File: config.mk
export PLATFORM = sky130hd
export DESIGN_NAME = mem_bus_arbiter_flat
export DESIGN_NICKNAME = d
export VERILOG_FILES = /design/src/rtl/mem_bus_arbiter_pkg.sv /design/src/rtl/mem_bus_arbiter_if.sv /design/src/rtl/mem_arb_slot.sv /design/src/rtl/mem_bus_arbiter.sv /design/src/flat_wrapper.sv
export SDC_FILE = /design/constraint.sdc
export NUM_CORES = 1
export LEC_CHECK = 0
export CAP_MARGIN = 10
export CORE_ASPECT_RATIO = 1.75
export CORE_UTILIZATION = 48
export DETAILED_ROUTE_END_ITERATION = 16
export GPL_ROUTABILITY_DRIVEN = 0
export PLACE_DENSITY_LB_ADDON = 0.2
export SLEW_MARGIN = 20
export SYNTH_ARGS = -nofsm -noshare
export SYNTH_HDL_FRONTEND = slang
export SYNTH_HIERARCHICAL = 1
export SYNTH_SLANG_ARGS = --single-unit
export TNS_END_PERCENT = 50
File: constraint.sdc
create_clock -name clk -period 1.4 [get_ports clk]
set_input_delay 0.35 -clock clk [delete_from_list [all_inputs] [get_ports clk]]
set_output_delay 0.35 -clock clk [all_outputs]
set_load 0.005 [all_outputs]
File: src/rtl/mem_bus_arbiter_pkg.sv
// Shared memory-bus types plus the arbiter FSM state encoding.
package mem_bus_arbiter_pkg;

  localparam logic MEMREQ_READ  = 1'b0;
  localparam logic MEMREQ_WRITE = 1'b1;

  typedef struct packed {
    logic        mode;
    logic [31:0] addr;
    logic [31:0] wdata;
    logic [3:0]  wstrb;
  } memreq;

  typedef struct packed {
    logic [31:0] data;
  } memresp;

  typedef enum logic {
    IDLE = 1'b0,
    WAIT = 1'b1
  } arb_state_t;

endpackage

File: src/rtl/mem_bus_arbiter_if.sv
// One memory-bus link: a request pulse one way, a response pulse back.
// Handshake: request_enable and response_enable are single-cycle pulses with no
// ready/backpressure; each payload is valid only in the cycle its enable is high.
interface mem_bus_arbiter_if;
  import mem_bus_arbiter_pkg::*;

  logic   request_enable;
  memreq  request;
  logic   response_enable;
  memresp response;

  modport master (
    output request_enable, request,
    input  response_enable, response
  );

  modport slave (
    input  request_enable, request,
    output response_enable, response
  );
endinterface

File: src/rtl/mem_arb_slot.sv
// One-deep pending request buffer for a single client, with outstanding tracking.
module mem_arb_slot
  import mem_bus_arbiter_pkg::*;
(
  input  logic  clk,
  input  logic  rst,
  input  logic  req_en,
  input  memreq req,
  input  logic  grant,
  input  logic  resp_en,
  output logic  valid,
  output memreq slot_req,
  output logic  drop
);

  logic outstanding;
  logic accept;

  // The response cycle itself already frees the port for a new request.
  assign accept = req_en && (!outstanding || resp_en);
  assign drop   = req_en && outstanding && !resp_en;

  always_ff @(posedge clk) begin
    if (rst) begin
      valid       <= 1'b0;
      outstanding <= 1'b0;
      slot_req    <= '0;
    end else if (accept) begin
      valid       <= 1'b1;
      outstanding <= 1'b1;
      slot_req    <= req;
    end else begin
      if (grant)   valid       <= 1'b0;
      if (resp_en) outstanding <= 1'b0;
    end
  end

endmodule

File: src/rtl/mem_bus_arbiter.sv
// Round-robin sharing of one memory bus between fetch (c0) and mem stage (c1).
module mem_bus_arbiter
  import mem_bus_arbiter_pkg::*;
#(
  parameter int TIMEOUT_CYCLES = 0,
  parameter int TIMEOUT_WIDTH  = 16
) (
  input  logic               clk,
  input  logic               rst,
  mem_bus_arbiter_if.slave   c0,
  mem_bus_arbiter_if.slave   c1,
  mem_bus_arbiter_if.master  bus,
  output logic               busy,
  output logic               timeout,
  output logic               err,
  output arb_state_t         state
);

  localparam logic [TIMEOUT_WIDTH-1:0] TO_LAST = TIMEOUT_WIDTH'(TIMEOUT_CYCLES - 1);

  arb_state_t               state_q, state_d;
  logic                     owner_q, owner_d;
  logic                     last_q, last_d;
  logic [TIMEOUT_WIDTH-1:0] cnt_q, cnt_d;
  logic                     req_en_q, req_en_d;
  memreq                    req_q, req_d;
  logic [1:0]               resp_en_q, resp_en_d;
  memresp                   r0_q, r0_d, r1_q, r1_d;
  logic                     timeout_q, timeout_d;
  logic                     err_q, err_d;

  logic  v0, v1, drop0, drop1, grant0, grant1, pick;
  memreq sreq0, sreq1;

  mem_arb_slot u_slot0 (
    .clk(clk), .rst(rst), .req_en(c0.request_enable), .req(c0.request),
    .grant(grant0), .resp_en(resp_en_q[0]),
    .valid(v0), .slot_req(sreq0), .drop(drop0)
  );

  mem_arb_slot u_slot1 (
    .clk(clk), .rst(rst), .req_en(c1.request_enable), .req(c1.request),
    .grant(grant1), .resp_en(resp_en_q[1]),
    .valid(v1), .slot_req(sreq1), .drop(drop1)
  );

  always_comb begin
    state_d   = state_q;
    owner_d   = owner_q;
    last_d    = last_q;
    cnt_d     = cnt_q;
    req_en_d  = 1'b0;
    req_d     = req_q;
    resp_en_d = 2'b00;
    r0_d      = r0_q;
    r1_d      = r1_q;
    timeout_d = 1'b0;
    err_d     = err_q | drop0 | drop1;
    grant0    = 1'b0;
    grant1    = 1'b0;
    pick      = 1'b0;
    case (state_q)
      IDLE: begin
        if (bus.response_enable) err_d = 1'b1;
        if (v0 || v1) begin
          // On a tie the port that did not win last time goes first.
          pick     = (v0 && v1) ? ~last_q : v1;
          grant0   = ~pick;
          grant1   = pick;
          req_d    = pick ? sreq1 : sreq0;
          req_en_d = 1'b1;
          owner_d  = pick;
          last_d   = pick;
          cnt_d    = '0;
          state_d  = WAIT;
        end
      end
      WAIT: begin
        if (bus.response_enable) begin
          resp_en_d[owner_q] = 1'b1;
          if (owner_q) r1_d = bus.response;
          else         r0_d = bus.response;
          state_d = IDLE;
        end else if (TIMEOUT_CYCLES != 0 && cnt_q == TO_LAST) begin
          resp_en_d[owner_q] = 1'b1;
          if (owner_q) r1_d = '0;
          else         r0_d = '0;
          timeout_d = 1'b1;
          state_d   = IDLE;
        end else if (cnt_q != '1) begin
          cnt_d = cnt_q + TIMEOUT_WIDTH'(1);
        end
      end
      default: state_d = IDLE;
    endcase
  end

  always_ff @(posedge clk) begin
    if (rst) begin
      state_q   <= IDLE;
      owner_q   <= 1'b0;
      last_q    <= 1'b0;
      cnt_q     <= '0;
      req_en_q  <= 1'b0;
      req_q     <= '0;
      resp_en_q <= 2'b00;
      r0_q      <= '0;
      r1_q      <= '0;
      timeout_q <= 1'b0;
      err_q     <= 1'b0;
    end else begin
      state_q   <= state_d;
      owner_q   <= owner_d;
      last_q    <= last_d;
      cnt_q     <= cnt_d;
      req_en_q  <= req_en_d;
      req_q     <= req_d;
      resp_en_q <= resp_en_d;
      r0_q      <= r0_d;
      r1_q      <= r1_d;
      timeout_q <= timeout_d;
      err_q     <= err_d;
    end
  end

  assign bus.request_enable = req_en_q;
  assign bus.request        = req_q;
  assign c0.response_enable = resp_en_q[0];
  assign c0.response        = r0_q;
  assign c1.response_enable = resp_en_q[1];
  assign c1.response        = r1_q;
  assign busy               = (state_q == WAIT);
  assign timeout            = timeout_q;
  assign err                = err_q;
  assign state              = state_q;

endmodule
File: src/flat_wrapper.sv
// flat-port wrapper written by rule: the top's interface ports become plain ports
module mem_bus_arbiter_flat import mem_bus_arbiter_pkg::*;
#(
  parameter int TIMEOUT_CYCLES = 0,
  parameter int TIMEOUT_WIDTH  = 16
)
  (clk, rst, busy, timeout, err, state, c0_request_enable, c0_request, c0_response_enable, c0_response, c1_request_enable, c1_request, c1_response_enable, c1_response, bus_request_enable, bus_request, bus_response_enable, bus_response);
  mem_bus_arbiter_if c0_i ();
  mem_bus_arbiter_if c1_i ();
  mem_bus_arbiter_if bus_i ();
  input  logic clk;
  input  logic rst;
  output logic busy;
  output logic timeout;
  output logic err;
  output arb_state_t state;
  input wire logic [$bits(c0_i.request_enable)-1:0] c0_request_enable;
  input wire logic [$bits(c0_i.request)-1:0] c0_request;
  output wire logic [$bits(c0_i.response_enable)-1:0] c0_response_enable;
  output wire logic [$bits(c0_i.response)-1:0] c0_response;
  input wire logic [$bits(c1_i.request_enable)-1:0] c1_request_enable;
  input wire logic [$bits(c1_i.request)-1:0] c1_request;
  output wire logic [$bits(c1_i.response_enable)-1:0] c1_response_enable;
  output wire logic [$bits(c1_i.response)-1:0] c1_response;
  output wire logic [$bits(bus_i.request_enable)-1:0] bus_request_enable;
  output wire logic [$bits(bus_i.request)-1:0] bus_request;
  input wire logic [$bits(bus_i.response_enable)-1:0] bus_response_enable;
  input wire logic [$bits(bus_i.response)-1:0] bus_response;
  assign c0_i.request_enable = c0_request_enable;
  assign c0_i.request = c0_request;
  assign c0_response_enable = c0_i.response_enable;
  assign c0_response = c0_i.response;
  assign c1_i.request_enable = c1_request_enable;
  assign c1_i.request = c1_request;
  assign c1_response_enable = c1_i.response_enable;
  assign c1_response = c1_i.response;
  assign bus_request_enable = bus_i.request_enable;
  assign bus_request = bus_i.request;
  assign bus_i.response_enable = bus_response_enable;
  assign bus_i.response = bus_response;
  mem_bus_arbiter #(.TIMEOUT_CYCLES(TIMEOUT_CYCLES), .TIMEOUT_WIDTH(TIMEOUT_WIDTH)) u_core (.clk(clk), .rst(rst), .c0(c0_i), .c1(c1_i), .bus(bus_i), .busy(busy), .timeout(timeout), .err(err), .state(state));
endmodule
**Word-level counts from Yosys, hierarchy flattened**

Index checks and enable logic that the tools add are counted.

- $lt $le $gt $ge: 2
- Reductions and logical operators: 24
- Multiplexer cells: 21
- Bitwise operators: 6

Operator list:

| cell | count |
|---|---|
| 2-to-1 mux 69 bit | 1 |
| 2-to-1 mux 1 bit | 18 |
| logical AND 1 bit | 8 |
| nonzero test 2 bit | 4 |
| AND reduction 3 bit | 2 |
| logical NOT 1 bit | 4 |
| NOT 1 bit | 4 |
| logical OR 1 bit | 3 |
| OR reduction 3 bit | 1 |
| < comparator 1 x 2 -> 1 bit (second input constant) | 1 |
| bitwise OR 1 bit | 2 |
| case mux 1 bit (2 select lines) | 1 |
| AND reduction 2 bit | 1 |
| OR reduction 2 bit | 1 |
| demux 1 bit (select 1 bit) | 1 |
| >= comparator 1 bit (second input constant) | 1 |

- Register bits: 281
- Bits of input ports: 175
- Output and inout bits: 140

**Depth between registers and ports, before layout**

Gate-level depths: netlist (run 1).

- Depth after elaboration: 7
- Gate-level depth with buffers: 8
- Mapped depth without buffers: 5

**Modules after synthesis**

Netlist (run 1), hierarchy kept.

By module, submodules not included:

| module | cells each | area each (um^2) | instances | seq. area each (um^2) |
|---|---|---|---|---|
| mem_arb_slot | 325 | 3050.4 | 2 | 1421.4 |
| mem_bus_arbiter | 693 | 5410.2 | 1 | 2782.7 |

**Worst setup path before layout (run 1)**

Ideal clock, no wire load.

- Path type: reg-to-reg
- From: register u_core.state_q (netlist: u_core/busy)
- To: register u_core.u_slot0.valid
- Path slack: 0.096 ns
- Arrival time: 1.176 ns
- Buffers on the path: 3
- Setup time: 0.128 ns
- Clock period less this slack: 1.304 ns
- Data required time: 1.272 ns
- Cell stages (with the launch flop): 9
- Path through: dfxtp_1 > buf_4 > o21bai_1 > buf_2 > buf_2 > nor2_1 > nor2b_1 > a21oi_1 > nor2_1

- Word-level cells in the longest chain between the ends: 2

RTL lines:

| item | line | source |
|---|---|---|
| from (decl) | mem_bus_arbiter.sv:21 | `arb_state_t state_q, state_d;` |
| from (signal assigned) | mem_bus_arbiter.sv:112 | `state_q <= state_d;` |
| 2-to-1 mux 1 bit | mem_bus_arbiter.sv:62 | `case (state_q)` |
| net u_core.grant0 | mem_bus_arbiter.sv:32 | `logic v0, v1, drop0, drop1, grant0, grant1, pick;` |
| nonzero test 2 bit (no line) | - |  |
| to (signal assigned) | mem_arb_slot.sv:25 | `valid <= 1'b0;` |
| to (signal assigned) | mem_arb_slot.sv:29 | `valid <= 1'b1;` |
| to (signal assigned) | mem_arb_slot.sv:33 | `if (grant) valid <= 1'b0;` |
| to (decl) | mem_arb_slot.sv:11 | `output logic valid,` |

The timed path passes the listed nets, and every way through them passes these cells.
A chain may end at the register's enable or synchronous reset.

**Worst setup path in the final report (run 1)**

- From: register u_core.state_q (netlist: u_core/busy)
- To: register u_core.req_q (netlist bit u_core/bus.request[47])

- Word-level cells in the longest chain between the ends: 2

RTL lines:

| item | line | source |
|---|---|---|
| NOT 1 bit (no line) | - |  |
| AND reduction 2 bit (no line) | - |  |
| to (signal assigned) | mem_bus_arbiter.sv:117 | `req_q <= req_d;` |
| to (decl) | mem_bus_arbiter.sv:26 | `memreq req_q, req_d;` |

Every way passes these cells.

==> run summary, run 1 <==
- **area overhead of the layout relative to synthesis** 43.2%
- **total number of vias** 11.0k
- **distinct cell type count after synthesis** 27
- **Boundary Pins** 315
- **violations in the final reports** setup timing
- **maximum root-to-sink buffer count** 3
- **half-perimeter wire length of the detailed placement result** 22300 µm
- **average cell area after synthesis** 8.57 µm²
- **proportion of netlist area held by the largest area contributor** 48.9%
- **Power Dens Cells** 1250 nW/µm²
- **sum of routed wire length over all layers** 37000 µm
- **time the worst path needs with I/O delays and setup** 1.42 ns
- **vias per cell** 5.62
- **count of flip-flops with a built-in enable after synthesis** 0
- **Overflow after GRT** 0
- **router iterations before antenna repair** 5
- **dominant cell type by area after synthesis** sky130_fd_sc_hd__dfxtp_1
- **Iter 0 DRT Violations** 699
- **Max FO, Critical Path** 6
- **FF+latch count, synth** 281
- **RSZ-0062 raised after global routing** yes
- **final worst hold slack** 0.190 ns
- **largest clock skew in the final design** 0.0146 ns
- **overall die area** 24600 µm²
- **synth cell count leaders** sky130_fd_sc_hd__dfxtp_1, sky130_fd_sc_hd__a21oi_1, sky130_fd_sc_hd__nand2_1
- **summed instance area of the synthesized netlist** 11500 µm²
- **highest attainable clock frequency** 702 MHz
- **Die X-Extent** 119 µm
- **Setup Viol. Count Final** 2
- **pin count of the biggest net entering global routing** 50
- **total of fill cells in the finished design** 1909
- **CTS tree** built
- **number of standard cells after synthesis** 1343
- **crit end category** register
- **worst min-delay path class** input pin to register
- **worst vdd ir** 1.08 mV
- **Worst Setup Start Kind** register
- **buffer type at the clock tree root** sky130_fd_sc_hd__clkbuf_16
- **pre-CTS setup slack** -0.207 ns
- **initial antenna violation count** 2
- **post-detailed-route wirelength per cell** 18.9 µm
- **final cycle utilization of the critical path** 102%
- **top post-synthesis cells by area** sky130_fd_sc_hd__dfxtp_1, sky130_fd_sc_hd__a21oi_1, sky130_fd_sc_hd__a21bo_2
- **Setup WS post-layout** -0.0245 ns
- **endpoints failing hold** 0
- **fraction of final layout cells sized beyond drive strength 1** 35.6%
- **clock sinks** 281
- **register-to-register setup slack** -0.02 ns
- **starting density of the core** 49.1%
- **clock insertion delay at the later pin of the skew report** 0.53 ns
- **reported max-cap violation count** 0
- **number of warnings printed during yosys synthesis** 6
- **Layout Nets** 1806
- **most numerous cell in the Yosys netlist** sky130_fd_sc_hd__dfxtp_1
- **via count of the first global-routing pass** 10.4k
- **sequential fraction of the synthesis area** 48.9%
- **clock transition at the registers of the reported paths** 0.07 ns
- **syn_nets** 1518
- **count of unresolved DRC violations after routing** 0
- **Die Height** 207 µm
- **required time of the critical path** 1.82 ns
- **placeable core region** 23400 µm²
- **Lkg Pwr** 6.49 nW
- **Crit path arrival time** 1.85 ns
- **most used flip-flop cell after synthesis** sky130_fd_sc_hd__dfxtp_1
- **number of rows in the core area** 74
- **antenna violation net count after detailed routing** 0
- **share of flip-flops with an asynchronous set or reset after synthesis** 0%
- **port buffer count** 313
- **number of buffers created by CTS** 26
- **Crit Path Category** register to register
- **number of H-tree levels** 1
- **global-route wire length before repair** 53800 µm
- **status** finished, violations left
- **overall fraction of global-route tracks in use** 27.0%
- **Final Max Tran Viols** 0
## report_power, final
part           leakage [nW]  internal, mW  switching, mW  total [mW]
combinational          3.69          2.02           2.02        4.04
clock                 0.454          4.58           3.04        7.62
sequential             2.35          8.60          0.310        8.91
total                  6.49          15.2           5.37        20.6
## timing repair
item                       CTS  global route
gates resized for setup    583           155
hold endpoints to repair     0             0
setup endpoints to repair  197           170
buffers inserted            11            11
pin swaps                    3            50
gates cloned                 0            15
hold buffers                 0             0
## area by class of cell
class | instances | area (µm²) | area share, %
Clock buffer | 38 | 777 | 4.71
Multi-Input combinational cell | 915 | 5540 | 33.6
Timing Repair Buffer | 404 | 3850 | 23.3
Inverter | 3 | 11.3 | 0.0683
Antenna cell | 2 | 5.00 | 0.0304
Tap cell | 304 | 380 | 2.31
Sequential cell | 281 | 5770 | 35.0
Clock inverter | 9 | 151 | 0.918
## critical path, stage by stage, from the launching register on
cell	delay (ns)
sky130_fd_sc_hd__dfxtp_4	0.37
sky130_fd_sc_hd__buf_6	0.13
sky130_fd_sc_hd__o21ba_4	0.30
sky130_fd_sc_hd__buf_6	0.12
sky130_fd_sc_hd__buf_12	0.11
sky130_fd_sc_hd__nor2_1	0.06
sky130_fd_sc_hd__a211oi_2	0.21
## cell families (layout without fill, tap and decap cells)
group	after synthesis	count (layout)	share of synthesized area [%]
AND/OR/NAND/NOR	424	424	15.7
AO/OA/AOI/OAI	490	490	29.0
buffers and inverters	147	454	6.38
flip-flops	281	281	48.9
other	1	3	0.0326
## path summary, 6_finish.rpt
path / start / endpoint / depth (start not counted)
setup reg to reg: u_core/busy / u_core/bus.request[47] / 6
hold reg to reg: u_core/u_slot0/slot_req[7] / u_core/bus.request[7] / 2
setup / recovery: u_core/busy / u_core/bus.request[47] / 6
hold / removal: c1_request_enable / u_core/u_slot1/outstanding / 3
## metrics by stage
stage               total power, mW  utilization, %  setup TNS, ns  instance area, µm²  instances
detailed placement             12.7            64.7         -12.12               15200       1870
global route                   21.4            70.4         -0.952               16500       1956
global placement               12.6            64.7          -8.42               15200       1870
finish                         20.6            70.4        -0.0282               16500       1956
CTS                            20.0            67.0          -1.35               15700       1928
floorplan                      10.7               -              0               11500       1343
## flip-flops by register name, indices dropped and copies added (netlist names)
signal                      flops
u_core/resp_en_q                2
u_core/u_slot0/valid            1
u_core/bus.request_enable       1
u_core/c0.response             32
u_core/last_q                   1
u_core/c1.response             32
u_core/u_slot0/slot_req        69
u_core/u_slot0/outstanding      1
u_core/busy                     1
u_core/bus.request             69
u_core/u_slot1/slot_req        69
u_core/u_slot1/outstanding      1
u_core/err                      1
u_core/u_slot1/valid            1
## cells in the final DEF, fill, tap and decap left out, types with 2 or more instances in the layout
master	netlist	final
sky130_fd_sc_hd__a21oi_1	277	237
sky130_fd_sc_hd__dfxtp_4	0	2
sky130_fd_sc_hd__buf_4	5	37
sky130_fd_sc_hd__nor2_2	0	14
sky130_fd_sc_hd__clkbuf_8	0	7
sky130_fd_sc_hd__nand2_1	197	196
sky130_fd_sc_hd__buf_8	0	2
sky130_fd_sc_hd__clkdlybuf4s50_1	0	171
sky130_fd_sc_hd__nor3_1	2	2
sky130_fd_sc_hd__nand2b_4	2	2
sky130_fd_sc_hd__a211oi_1	70	36
sky130_fd_sc_hd__inv_1	3	3
sky130_fd_sc_hd__dfxtp_2	0	111
sky130_fd_sc_hd__a21bo_1	36	36
sky130_fd_sc_hd__diode_2	0	2
sky130_fd_sc_hd__a211oi_2	0	34
sky130_fd_sc_hd__clkbuf_2	1	22
sky130_fd_sc_hd__a21bo_2	103	102
sky130_fd_sc_hd__nand3_1	139	139
sky130_fd_sc_hd__buf_6	9	5
sky130_fd_sc_hd__nor2_1	78	64
sky130_fd_sc_hd__clkbuf_16	0	40
sky130_fd_sc_hd__clkinv_2	0	3
sky130_fd_sc_hd__dfxtp_1	281	168
sky130_fd_sc_hd__buf_2	76	116
sky130_fd_sc_hd__buf_12	0	37
sky130_fd_sc_hd__clkbuf_1	51	5
sky130_fd_sc_hd__nor2b_1	2	2
sky130_fd_sc_hd__a21oi_2	0	40
sky130_fd_sc_hd__bufinv_16	0	4
## routing by layer
metal	routed length (µm)	part of all wire, %	vias to the layer above	global-route usage [%]
met5	0	0	-	0
met4	1200	3.2	0	11.1
met3	2330	6.3	71	4.45
met2	19500	53	450	49.0
met1	14000	38	5258	31.4
li1	-	-	5219	-
Power figures use the tool's default switching activity.
==> inputs of run 2 (changes only) <==
--- a/config.mk
+++ b/config.mk
@@ -5,7 +5,6 @@
 export SDC_FILE = /design/constraint.sdc
 export NUM_CORES = 1
 export LEC_CHECK = 0
-export CAP_MARGIN = 10
 export CORE_ASPECT_RATIO = 1.75
 export CORE_UTILIZATION = 48
 export DETAILED_ROUTE_END_ITERATION = 16
==> results of run 2 <==
The final DEF is identical to that of run 1; final timing and power are the same.
==> inputs of run 3 (changes only) <==
--- a/config.mk
+++ b/config.mk
@@ -10,6 +10,7 @@
 export DETAILED_ROUTE_END_ITERATION = 16
 export GPL_ROUTABILITY_DRIVEN = 0
 export PLACE_DENSITY_LB_ADDON = 0.2
+export RECOVER_POWER = 100
 export SLEW_MARGIN = 20
 export SYNTH_ARGS = -nofsm -noshare
 export SYNTH_HDL_FRONTEND = slang
==> run 3 against run 2 <==
  * The flow still finishes with violations (setup timing)
  * Largest power group unchanged
  * Wire length is essentially flat
  * Worst hold slack is the same
  * Clock power is essentially flat
  * Critical path type unchanged
  * Critical path depth is the same
  * Clock skew is the same
  * Via count is essentially flat
==> run summary, run 3 (same netlist as run 1, synthesis figures left out) <==
- **Lkg Pwr** 6.49 nW, unchanged
- **Overflow after GRT** 0, unchanged
- **crit end category** register
- **post-detailed-route wirelength per cell** 18.9 µm, about the same
- **port buffer count** 313, unchanged
- **endpoint of the worst register-to-register path** u_core/bus.request[47]
- **Boundary Pins** 315, unchanged
- **final worst hold slack** 0.190 ns, unchanged
- **Setup Viol. Count Final** 2, unchanged
- **maximum root-to-sink buffer count** 3, unchanged
- **router iterations before antenna repair** 5, unchanged
- **HP Start** c1_request_enable
- **initial antenna violation count** 2, unchanged
- **count of unresolved DRC violations after routing** 0, unchanged
- **Hold-fix buffers, CTS** 0, unchanged
- **Total Power Consumption** 20.6 mW, about the same
- **Crit path arrival time** 1.85 ns, about the same
- **total number of vias** 11.0k, +0.045%
- **clock sinks** 281, unchanged
- **half-perimeter wire length of the detailed placement result** 22300 µm, unchanged
- **number of rows in the core area** 74, unchanged
- **area of all placed cells without fillers** 16500 µm², unchanged
- **Layout Nets** 1806, unchanged
- **Worst Setup Start Kind** register
- **starting density of the core** 49.1%, unchanged
- **sum of routed wire length over all layers** 37000 µm, about the same
- **clock insertion delay at the later pin of the skew report** 0.53 ns, about the same
- **via count of the first global-routing pass** 10.4k, unchanged
- **CTS tree** built
- **final cycle utilization of the critical path** 102%, unchanged
- **count of cells along the worst hold path** 3, unchanged
- **Hold Path Sink** u_core/u_slot1/outstanding
- **worst vdd ir** 1.08 mV, unchanged
- **cell depth of the worst flop-to-flop path** 6, unchanged
- **highest attainable clock frequency** 702 MHz, unchanged
- **antenna violation net count after detailed routing** 0, unchanged
- **largest clock skew in the final design** 0.0146 ns, unchanged
- **buffer type at the clock tree root** sky130_fd_sc_hd__clkbuf_16
- **first element of the critical path** u_core/busy
- **overall fraction of global-route tracks in use** 27.0%, unchanged
- **Power Dens Cells** 1250 nW/µm², about the same
- **worst r2r src** u_core/busy
- **leading cell type in the layout, fill and taps excluded** sky130_fd_sc_hd__a21oi_1
- **Die Height** 207 µm, unchanged
- **worst min-delay path class** input pin to register
- **Die X-Extent** 119 µm, unchanged
- **overall die area** 24600 µm², unchanged
- **Crit Path Category** register to register
- **area overhead of the layout relative to synthesis** 43.2%, unchanged
- **RSZ-0062 raised after global routing** yes
- **Setup WS post-layout** -0.0245 ns, unchanged
- **status** finished, violations left
- **endpoints failing hold** 0, unchanged
- **utilization of the core after routing** 70.4%, unchanged
- **fraction of final layout cells sized beyond drive strength 1** 35.6%, unchanged
- **violations in the final reports** setup timing
- **pin count of the biggest net entering global routing** 50, unchanged
- **Iter 0 DRT Violations** 699, unchanged
- **vias per cell** 5.63, about the same
- **reported max-cap violation count** 0, unchanged
- **Max FO, Critical Path** 6, unchanged
- **global-route wire length before repair** 53800 µm, unchanged
- **placeable core region** 23400 µm², unchanged
- **required time of the critical path** 1.82 ns, about the same
- **number of buffers created by CTS** 26, unchanged
- **register-to-register setup slack** -0.02 ns, about the same
- **number of H-tree levels** 1, unchanged
- **total of fill cells in the finished design** 1909, unchanged
- **Final Max Tran Viols** 0, unchanged
- **clock transition at the registers of the reported paths** 0.07 ns, about the same
- **placed cell area** 15200 µm², unchanged
- **most frequent cells in the layout** sky130_fd_sc_hd__a21oi_1, sky130_fd_sc_hd__nand2_1, sky130_fd_sc_hd__clkdlybuf4s50_1
- **time the worst path needs with I/O delays and setup** 1.42 ns, unchanged
## run 3: repair_timing
action                                  4_1_cts  5_1_grt
gates resized for setup                     583      155
setup buffers                                11       11
pin swaps                                     3       50
endpoints found under the setup margin      197      170
cloned                                        0       15
hold endpoints to repair                      0        0
## run 3: how the worst max path moves through the flow
stage / end / cells past startpoint
floorplan: u_core/u_slot0/valid / 8
global placement: u_core/c0.response[21] / 5
detailed placement: u_core/c0.response[28] / 5
CTS: bus_request[7] / 1
global route: u_core/bus.request[21] / 5
finish: u_core/bus.request[47] / 6
## run 3: layout make-up
cell class	instances	area, µm²	share of cell area [%]
diodes	2	5.00	0.0304
clock buffers	38	777	4.71
clock inverters	9	151	0.918
inverters	3	11.3	0.0683
multi-input cells	915	5540	33.6
flip-flops and latches	281	5770	35.0
well taps	304	380	2.31
repair buffers	404	3850	23.3
## run 3: per-stage QoR
step | setup TNS (ns) | std cells | worst slack [ns]
2_1_floorplan | 0 | 1343 | 0.0960
3_3_place_gp | -8.42 | 1870 | -0.148
3_5_place_dp | -12.12 | 1870 | -0.207
4_1_cts | -1.35 | 1928 | -0.0641
5_1_grt | -0.952 | 1956 | -0.0611
6_report | -0.0280 | 1956 | -0.0245
## run 3: power by group
part	leakage, nW	switching (mW)	internal [mW]
Clock	0.454	3.04	4.58
Combinational	3.69	2.02	2.02
Sequential	2.35	0.310	8.60
Total	6.49	5.37	15.2
## run 3: layer usage
metal / vias to the layer above / wire (µm) / global-route usage [%]
li1: 5219 / - / -
met3: 73 / 2360 / 4.45
met5: - / 0 / 0
met1: 5263 / 14000 / 31.4
met4: 0 / 1210 / 11.1
met2: 448 / 19500 / 49.0
## run 3: worst max-delay path, cell delays in order, from the launching register on
cell	delay, ns
sky130_fd_sc_hd__dfxtp_4	0.37
sky130_fd_sc_hd__buf_6	0.13
sky130_fd_sc_hd__o21ba_4	0.30
sky130_fd_sc_hd__buf_6	0.12
sky130_fd_sc_hd__buf_12	0.11
sky130_fd_sc_hd__nor2_1	0.06
sky130_fd_sc_hd__a211oi_2	0.21
